$ cat config.mk
export PLATFORM = sky130hd
export DESIGN_NAME = uart_rx
export DESIGN_NICKNAME = d
export VERILOG_FILES = /design/src/rtl/uart_pkg.sv /design/src/rtl/sync_2ff.sv /design/src/rtl/uart_rx.sv
export SDC_FILE = /design/constraint.sdc
export NUM_CORES = 1
export LEC_CHECK = 0
export ABC_AREA = 1
export BUFFER_PORTS_ARGS = -buffer_cell sky130_fd_sc_hd__buf_2
export CAP_MARGIN = 10
export CELL_PAD_IN_SITES_DETAIL_PLACEMENT = 1
export CELL_PAD_IN_SITES_GLOBAL_PLACEMENT = 1
export CORE_ASPECT_RATIO = 0.7
export CORE_MARGIN = 1.5
export CORE_UTILIZATION = 43
export CTS_CLUSTER_SIZE = 25
export DETAILED_ROUTE_END_ITERATION = 10
export PLACE_DENSITY = 0.86
export SLEW_MARGIN = 20
export SYNTH_ARGS = -nofsm -noshare
export SYNTH_HDL_FRONTEND = slang
export SYNTH_HIERARCHICAL = 1
export SYNTH_SLANG_ARGS = --single-unit
$ cat constraint.sdc
create_clock -name clk_48mhz -period 1.65 [get_ports clk_48mhz]
set_input_delay 0.2475 -clock clk_48mhz [delete_from_list [all_inputs] [get_ports clk_48mhz]]
set_output_delay 0.2475 -clock clk_48mhz [all_outputs]
set_load 0.01 [all_outputs]
$ cat src/rtl/uart_pkg.sv
// uart_pkg: shared UART types, constants and bit-timing helper
package uart_pkg;
  localparam int UART_DATA_BITS = 8;
  typedef enum logic [2:0] {IDLE, START, DATA, STOP, WAIT_IDLE} uart_rx_state_t;
  function automatic int uart_cpb(input int clk_freq, input int baud);
    return clk_freq / baud;
  endfunction
endpackage

$ cat src/rtl/sync_2ff.sv
// sync_2ff: two-flop synchronizer for one asynchronous bit
module sync_2ff #(
  parameter logic RST_VAL = 1'b0
) (
  input  logic clk,
  input  logic rst_n,
  input  logic d,
  output logic q
);
  logic [1:0] s_q;
  always_ff @(posedge clk or negedge rst_n)
    if (!rst_n) s_q <= {2{RST_VAL}};
    else s_q <= {s_q[0], d};
  assign q = s_q[1];
endmodule

$ cat src/rtl/uart_rx.sv
// uart_rx: 8N1 receiver with mid-bit sampling and a one-entry valid/ready holding register
module uart_rx import uart_pkg::*; #(
  parameter int CLK_FREQ = 48_000_000,
  parameter int BAUD     = 115200
) (
  input  logic       clk_48mhz,
  input  logic       reset_n,
  input  logic       rx_in,
  output logic [7:0] rx_data,
  output logic       rx_valid,
  input  logic       rx_ready,
  output logic       frame_err,
  output logic       overrun,
  output logic       busy
);
  localparam int CPB = uart_cpb(CLK_FREQ, BAUD);
  localparam int HALF = CPB / 2;
  localparam int TW = $clog2(CPB);
  localparam int IW = $clog2(UART_DATA_BITS);
  localparam logic [TW-1:0] HALF_T = TW'(HALF);
  localparam logic [TW-1:0] LAST_T = TW'(CPB - 1);
  localparam logic [IW-1:0] LAST_I = IW'(UART_DATA_BITS - 1);
  logic rx_s, commit, hold;
  uart_rx_state_t state_q, state_d;
  logic [TW-1:0] tmr_q, tmr_d;
  logic [IW-1:0] idx_q, idx_d;
  logic [UART_DATA_BITS-1:0] shf_q, shf_d, data_q, data_d;
  logic valid_q, valid_d, ferr_q, ferr_d, ovr_q, ovr_d;
  sync_2ff #(.RST_VAL(1'b1)) u_sync (
    .clk(clk_48mhz), .rst_n(reset_n), .d(rx_in), .q(rx_s)
  );
  always_comb begin
    state_d = state_q;
    tmr_d = (tmr_q == LAST_T) ? '0 : tmr_q + TW'(1);
    idx_d = idx_q;
    shf_d = shf_q;
    commit = 1'b0;
    ferr_d = 1'b0;
    case (state_q)
      IDLE: if (!rx_s) begin
        state_d = START;
        tmr_d = '0;
      end
      START: if (tmr_q == HALF_T) begin
        state_d = rx_s ? IDLE : DATA;
        tmr_d = '0;
        idx_d = '0;
      end
      DATA: if (tmr_q == LAST_T) begin
        shf_d[idx_q] = rx_s;
        idx_d = idx_q + IW'(1);
        state_d = (idx_q == LAST_I) ? STOP : DATA;
      end
      STOP: if (tmr_q == LAST_T) begin
        state_d = rx_s ? IDLE : WAIT_IDLE;
        commit = rx_s;
        ferr_d = !rx_s;
      end
      WAIT_IDLE: if (rx_s) state_d = IDLE;
      default: state_d = IDLE;
    endcase
    // a full register not drained this cycle keeps its byte; a new one is dropped
    hold = valid_q && !rx_ready;
    ovr_d = commit && hold;
    valid_d = commit || hold;
    data_d = (commit && !hold) ? shf_q : data_q;
  end
  always_ff @(posedge clk_48mhz or negedge reset_n)
    if (!reset_n) begin
      state_q <= IDLE;
      tmr_q <= '0;
      idx_q <= '0;
      shf_q <= '0;
      data_q <= '0;
      valid_q <= 1'b0;
      ferr_q <= 1'b0;
      ovr_q <= 1'b0;
    end else begin
      state_q <= state_d;
      tmr_q <= tmr_d;
      idx_q <= idx_d;
      shf_q <= shf_d;
      data_q <= data_d;
      valid_q <= valid_d;
      ferr_q <= ferr_d;
      ovr_q <= ovr_d;
    end
  assign rx_data = data_q;
  assign rx_valid = valid_q;
  assign frame_err = ferr_q;
  assign overrun = ovr_q;
  assign busy = state_q != IDLE;
endmodule

==> flow_metrics.tcl, run 1 <==
set metrics [dict create \
    critical_path_class "register to register" \
    grt_pass1_vias 1688 \
    cp-start-kind "register" \
    synth_top_area_share 0.476 \
    grt_antenna_before_repair 0 \
    num_io_pins 16 \
    place_hpwl_mm 3.50 \
    fin_crit_sh 0.948 \
    critPathCaptureType "register" \
    mostFrequentLayoutCell "nand2_1" \
    final_max_slew_viol_count 0 \
    cp.required_ns 1.83 \
    violations "hold timing" \
    cts_max_path_buffers 2 \
    syn_nets 227 \
    final_core_util 0.554 \
    gr-total-overflow 0 \
    drt-pass1-iter-count 4 \
    n_fill_cell 501 \
    seq_area_um2 903 \
    grt_pass1_wl_mm 8.18 \
    yosysSeqAreaShare 0.505 \
    die-area_mm2 0.00456 \
    reg2reg_depth 7 \
    holdWs_ns -0.0176 \
    yosysUniqueCellTypes 25 \
    grt_max_degree 37 \
    synthXorXnorAreaFrac 0.0196 \
    status "complete, but fails checks" \
    dpl.cell_count 293 \
    routed_wl_mm 5.07 \
    finalWeightedCongestion 0.867 \
    clock-sinks 36 \
    synth-simple-area-share 0.355 \
    synth_cells 219 \
    cp_max_fo 6 \
    synth_compound_gate_area_share 0.0175 \
    start_util 0.453 \
    core_area_mm2 0.00395 \
    pwr_density_cell_mw_per_mm2 701 \
    cts_root_buf "clkbuf_8" \
    layout.cells.non_filler 310 \
    multi_input_area_um2 793 \
    layout.nets 265 \
    arrival_ns 1.74 \
    slew_headroom 0.698 \
    synth_top_cell_by_area "dfrtp_1" \
    numCtsBuffers 5 \
    die_h_um 57.0 \
    hold_viol 34 \
    ant_nets 0 \
    finalSetupViolCount 0 \
    synthTopCellsByArea "dfrtp_1 48%, nand2_1 16%, inv_1 6.3%" \
    die_w_um 80.1 \
    num_rows 19 \
    mostFrequentLayoutCells "71 x nand2_1, 34 x dfrtp_1, 29 x inv_1" \
    synth-adder-area-share 0.0280 \
    port_buffers 15 \
    syn_avg_cell_area_um2 8.17 \
    num_antenna_cells 0 \
    drc 0 \
    area_growth_pct 22.2 \
    vias 1627 \
    drt-initial-drc-count 98 \
    cap_violations 0 \
    fin_skew_ns 0.00686 \
    viasPerCell 5.25 \
    finalCriticalPeriod_ns 1.56 \
    synth_top_family_by_area "simple AND/OR/NAND/NOR gates" \
    worst_pin_slew_ns 0.454 \
    finalWorstSetupSlack_ns 0.0861 \
    cts_tree "yes" \
    max_clock_freq_mhz 639 \
    clk_pin_slew_ns 0.07 \
    ir_worst_vdd_v 0.000385 \
    syn-cell-area_mm2 0.00179 \
    yosysWarnings 6 \
    leakage_nw 1.26 \
    wl_per_cell_um 16.3 \
    hp-class "primary input to async pin" \
    dp_slack_ns -0.109 \
    yosys-mux-area-fraction 0 \
    clkLatencyLatePin_ns 0.30 \
    ys_seq_elements 36 \
    cts_htree_levels 2 \
    grt_usage 0.243 \
    drive_gt1_frac 0.233 \
]
==> cell type report <==
cell class	count	area share
Sequential cell	36	0.413
Multi-Input combinational cell	150	0.363
Timing Repair Buffer	34	0.105
Inverter	30	0.0515
Clock buffer	7	0.0349
Tap cell	52	0.0298
Clock inverter	1	0.00229
==> report_power, final <==
group | leakage (nW) | total (W) | internal (W) | switching (W)
registers | 0.481 | 0.000890 | 0.000887 | 0.00000341
logic | 0.739 | 0.0000286 | 0.00000640 | 0.0000222
clock network | 0.0422 | 0.000614 | 0.000296 | 0.000318
total | 1.26 | 0.00153 | 0.00119 | 0.000343
==> sequential cells by signal (all words and copies together) (netlist names) <==
| name | count |
|---|---|
| u_sync/s_q | 2 |
| tmr_q | 9 |
| idx_q | 3 |
| rx_valid | 1 |
| state_q | 3 |
| frame_err | 1 |
| overrun | 1 |
| rx_data | 8 |
| shf_q | 8 |
==> synthesized netlist by cell type (all sizes together) <==
cell type  count
a21oi          2
nor2          24
nand2         76
o21bai         1
nor4           1
xor2           3
buf            3
ha             4
nand4         14
dfstp          2
inv           30
dfrtp         34
nand3         20
xnor2          1
nor3           2
o21ai          2
==> what timing repair did <==
action | in CTS | in global routing
setup buffers | 5 | 4
pin swaps | 1 | 7
resized for setup | 2 | 10
hold buffers | 0 | 0
endpoints found under the setup margin | 14 | 27
==> through the flow <==
stage | area, µm² | total power [W] | setup TNS [ns]
floorplan | 1790 | 0.000910 | 0
global placement | 1980 | 0.000936 | 0
detailed placement | 1980 | 0.000936 | -0.522
CTS | 2120 | 0.00155 | 0
global route | 2190 | 0.00159 | -0.0394
finish | 2190 | 0.00153 | 0
==> cells by family after synthesis <==
kind of cell | count (synthesis)
buffers and inverters | 33
AOI/OAI and AO/OA | 5
and+or+nand+nor | 137
adders and majority gates | 4
DFF | 36
xor gates and xnor gates | 4
==> final timing paths <==
check	from	endpoint	slack, ns
max in group asynchronous	reset_n	u_sync/s_q[0]	1.33
min in group clk_48mhz	rx_in	u_sync/s_q[0]	0.05
setup reg to reg	state_q[2]	idx_q[2]	0.09
hold reg to reg	u_sync/s_q[0]	u_sync/s_q[1]	0.36
setup / recovery	state_q[2]	idx_q[2]	0.09
hold / removal	reset_n	tmr_q[0]	-0.02
==> per-layer routing <==
metal,up-vias,GRT usage,part of all wire
met4,0,0.101,0.018
met1,815,0.332,0.47
met5,-,0,0
met3,12,0.0576,0.035
li1,770,-,-
met2,30,0.373,0.48
==> critical path: stages (launching register included) <==
cell and delay [ns]:
dfrtp_1 0.46, nor2_1 0.23, inv_1 0.06, nor2_1 0.20
buf_4 0.17, nand3_1 0.12, nand3_1 0.12, nand2_1 0.07
No activity file was read; power rests on OpenSTA's default activity.
==> inputs of run 2 (changes only) <==
--- a/config.mk
+++ b/config.mk
@@ -12,12 +12,11 @@
 export CELL_PAD_IN_SITES_GLOBAL_PLACEMENT = 1
 export CORE_ASPECT_RATIO = 0.7
 export CORE_MARGIN = 1.5
-export CORE_UTILIZATION = 43
+export CORE_UTILIZATION = 44
 export CTS_CLUSTER_SIZE = 25
 export DETAILED_ROUTE_END_ITERATION = 10
-export PLACE_DENSITY = 0.86
+export PLACE_DENSITY = 0.87
 export SLEW_MARGIN = 20
 export SYNTH_ARGS = -nofsm -noshare
 export SYNTH_HDL_FRONTEND = slang
-export SYNTH_HIERARCHICAL = 1
 export SYNTH_SLANG_ARGS = --single-unit
==> run 2 against run 1 <==
Net effect: the run now ends clean; first-iteration DRC count fell by 15%; die area grew 2.1%; clock skew increased by 0.0015 ns; clock-buffer cell count decreased by 1; wire length fell by 9.4%; flip-flop and latch count unchanged; largest power group unchanged; sequential power about the same; register-to-register slack barely moved.
==> flow_metrics.tcl, run 2 <==
set metrics [dict create \
    critical_path_class "register to register" \
    syn_nets 235 \
    status "finished, final reports clean" \
    grt_antenna_before_repair 0 \
    place_hpwl_mm 3.28 \
    grt_max_degree 37 \
    top_register "tmr_q" \
    area_growth_pct 18.9 \
    synth-edff-count 0 \
    place_area_mm2 0.00203 \
    wl_per_cell_um 14.7 \
    numCtsBuffers 5 \
    die_w_um 81.0 \
    synthFlopType "dfrtp_1" \
    clock-sinks 36 \
    drc 0 \
    cp_max_fo 3 \
    postLayoutCellArea_mm2 0.00222 \
    power_switching_w 0.000350 \
    synthTopCellsByCount "68 x nand2_1, 36 x inv_1, 34 x dfrtp_1" \
    finalSetupViolCount 0 \
    pwr_density_cell_mw_per_mm2 709 \
    rsz0062_at_grt "yes" \
    power.share.combinational 0.020 \
    syn-cell-area_mm2 0.00187 \
    worst_pin_slew_ns 0.471 \
    final_max_slew_viol_count 0 \
    core_area_mm2 0.00399 \
    largest_reg_flops 9 \
    max_clock_freq_mhz 634 \
    hp-class "primary input to register" \
    synth_top_area_share 0.455 \
    reg2reg_depth 10 \
    yosysWarnings 0 \
    routed_wl_mm 4.59 \
    finalCriticalPeriod_ns 1.58 \
    ys_seq_elements 36 \
    cts_htree_levels 2 \
    drt-initial-drc-count 83 \
    clkLatencyLatePin_ns 0.30 \
    fin_crit_sh 0.956 \
    cp.required_ns 1.88 \
    mostFrequentLayoutCells "65 x nand2_1, 35 x inv_1, 34 x dfrtp_1" \
    port_buffers 15 \
    internal-power_w 0.00123 \
    swShare 0.222 \
    die_h_um 57.6 \
    viasPerCell 5.05 \
    num_io_pins 16 \
    mostFrequentLayoutCell "nand2_1" \
    cp-start-kind "register" \
    n_fill_cell 504 \
    synth_cells 227 \
    grt_usage 0.223 \
    grt_pass1_vias 1568 \
    dp_slack_ns -0.0637 \
    yosysUniqueCellTypes 25 \
    cap_violations 0 \
    ir_worst_vdd_v 0.000554 \
    hold_depth 1 \
    vias 1577 \
    num_antenna_cells 0 \
    slew_headroom 0.686 \
    gr-total-overflow 0 \
    clk_pin_slew_ns 0.08 \
    power_w 0.00158 \
    cts_root_buf "clkbuf_8" \
    start_util 0.469 \
    synthTopCellsByArea "dfrtp_1 45%, nand2_1 14%, inv_1 7.2%" \
    finalWeightedCongestion 0.815 \
    synth_top_cell_by_area "dfrtp_1" \
    layout.nets 267 \
    leakage_nw 1.16 \
    yosysSeqAreaShare 0.483 \
    cts_tree "yes" \
    drt-pass1-iter-count 4 \
    fin_skew_ns 0.00834 \
    grt_pass1_wl_mm 7.60 \
    p_clk_frac 0.417 \
    async_flop_share 1.00 \
    drive_gt1_frac 0.254 \
    critPathCaptureType "register" \
    yosysMostFrequentCell "nand2_1" \
    syn_avg_cell_area_um2 8.25 \
    ant_nets 0 \
    finalWorstSetupSlack_ns 0.0730 \
    arrival_ns 1.81 \
    die-area_mm2 0.00466 \
    seqPwrFrac 0.563 \
    cts_max_path_buffers 2 \
    hold_viol 0 \
    final_core_util 0.557 \
    num_rows 19 \
]
## run 2: changes by cell type after synthesis, moves of 3 or more
cell / before / now
o21ai_2: 0 / 8
inv_1: 30 / 36
nand2_1: 74 / 68
nand3_1: 18 / 13
nor2_4: 1 / 4
o211ai_1: 0 / 3
o21ai_0: 1 / 4
## run 2: path summary, 6_finish.rpt
check                               from       endpoint  slack (ns)
setup / recovery                tmr_q[0]       tmr_q[8]        0.07
max in group asynchronous        reset_n  u_sync.s_q[0]        0.77
hold reg to reg            u_sync.s_q[0]  u_sync.s_q[1]        0.36
min in group asynchronous        reset_n      frame_err        0.52
setup reg to reg                tmr_q[0]       tmr_q[8]        0.07
hold / removal                     rx_in  u_sync.s_q[0]        0.04
## run 2: cell families after synthesis
logic type / count (synthesis) / share of synthesized area
buffers and inverters: 43 / 0.0956
flip-flops: 36 / 0.483
XOR/XNOR: 3 / 0.0140
adder cells (fa/ha/maj): 4 / 0.0267
AO/OA/AOI/OAI: 17 / 0.0675
AND/OR/NAND/NOR: 124 / 0.313
## run 2: what timing repair did
item                       in CTS  in global routing
buffers inserted                3                  2
pin swaps                       1                  4
gates resized for setup         0                 10
hold endpoints to repair       28                  0
hold buffers                    1                  0
setup endpoints to repair       8                 21
cloned                          0                  1
## run 2: stage by stage
step	setup TNS, ns	hold slack, ns	instances
floorplan	0	-0.0481	227
global placement	0	0.313	297
detailed placement	-0.146	0.320	297
CTS	0	0.0371	309
global route	-0.0859	0.0407	312
finish	0	0.0445	312
## run 2: critical path, cell delays in order (launching register included)
cell	delay (ns)
dfrtp_1	0.43
ha_4	0.18
nand2_2	0.08
nor2_4	0.16
buf_4	0.13
nand3_1	0.11
nor2_1	0.13
nand2_1	0.06
nand2_1	0.06
nand2_1	0.07
nor2_1	0.12
## run 2: layout make-up
| cell class | instances | area [µm²] | area share |
|---|---|---|---|
| Clock buffer | 6 | 82.6 | 0.0371 |
| Multi-Input combinational cell | 149 | 838 | 0.377 |
| Timing Repair Buffer | 28 | 179 | 0.0804 |
| Clock inverter | 2 | 10.0 | 0.00450 |
| Tap cell | 52 | 65.1 | 0.0292 |
| Inverter | 39 | 146 | 0.0658 |
| Sequential cell | 36 | 903 | 0.406 |
## run 2: power by group through the flow
stage / registers (W) / clock network [W] / logic (W)
floorplan: 0.000904 / 0 / 0.00000545
global placement: 0.000904 / 0 / 0.0000305
detailed placement: 0.000904 / 0 / 0.0000316
CTS: 0.000887 / 0.000680 / 0.0000334
global route: 0.000887 / 0.000719 / 0.0000369
finish: 0.000887 / 0.000658 / 0.0000322
## run 2: metal layers
layer  GRT usage  vias to the layer above  wire (µm)
met3      0.0560                        8        105
met1       0.297                      770       2310
met2       0.340                       19       2090
met5           0                        -          0
li1            -                      780          -
met4       0.108                        0         82
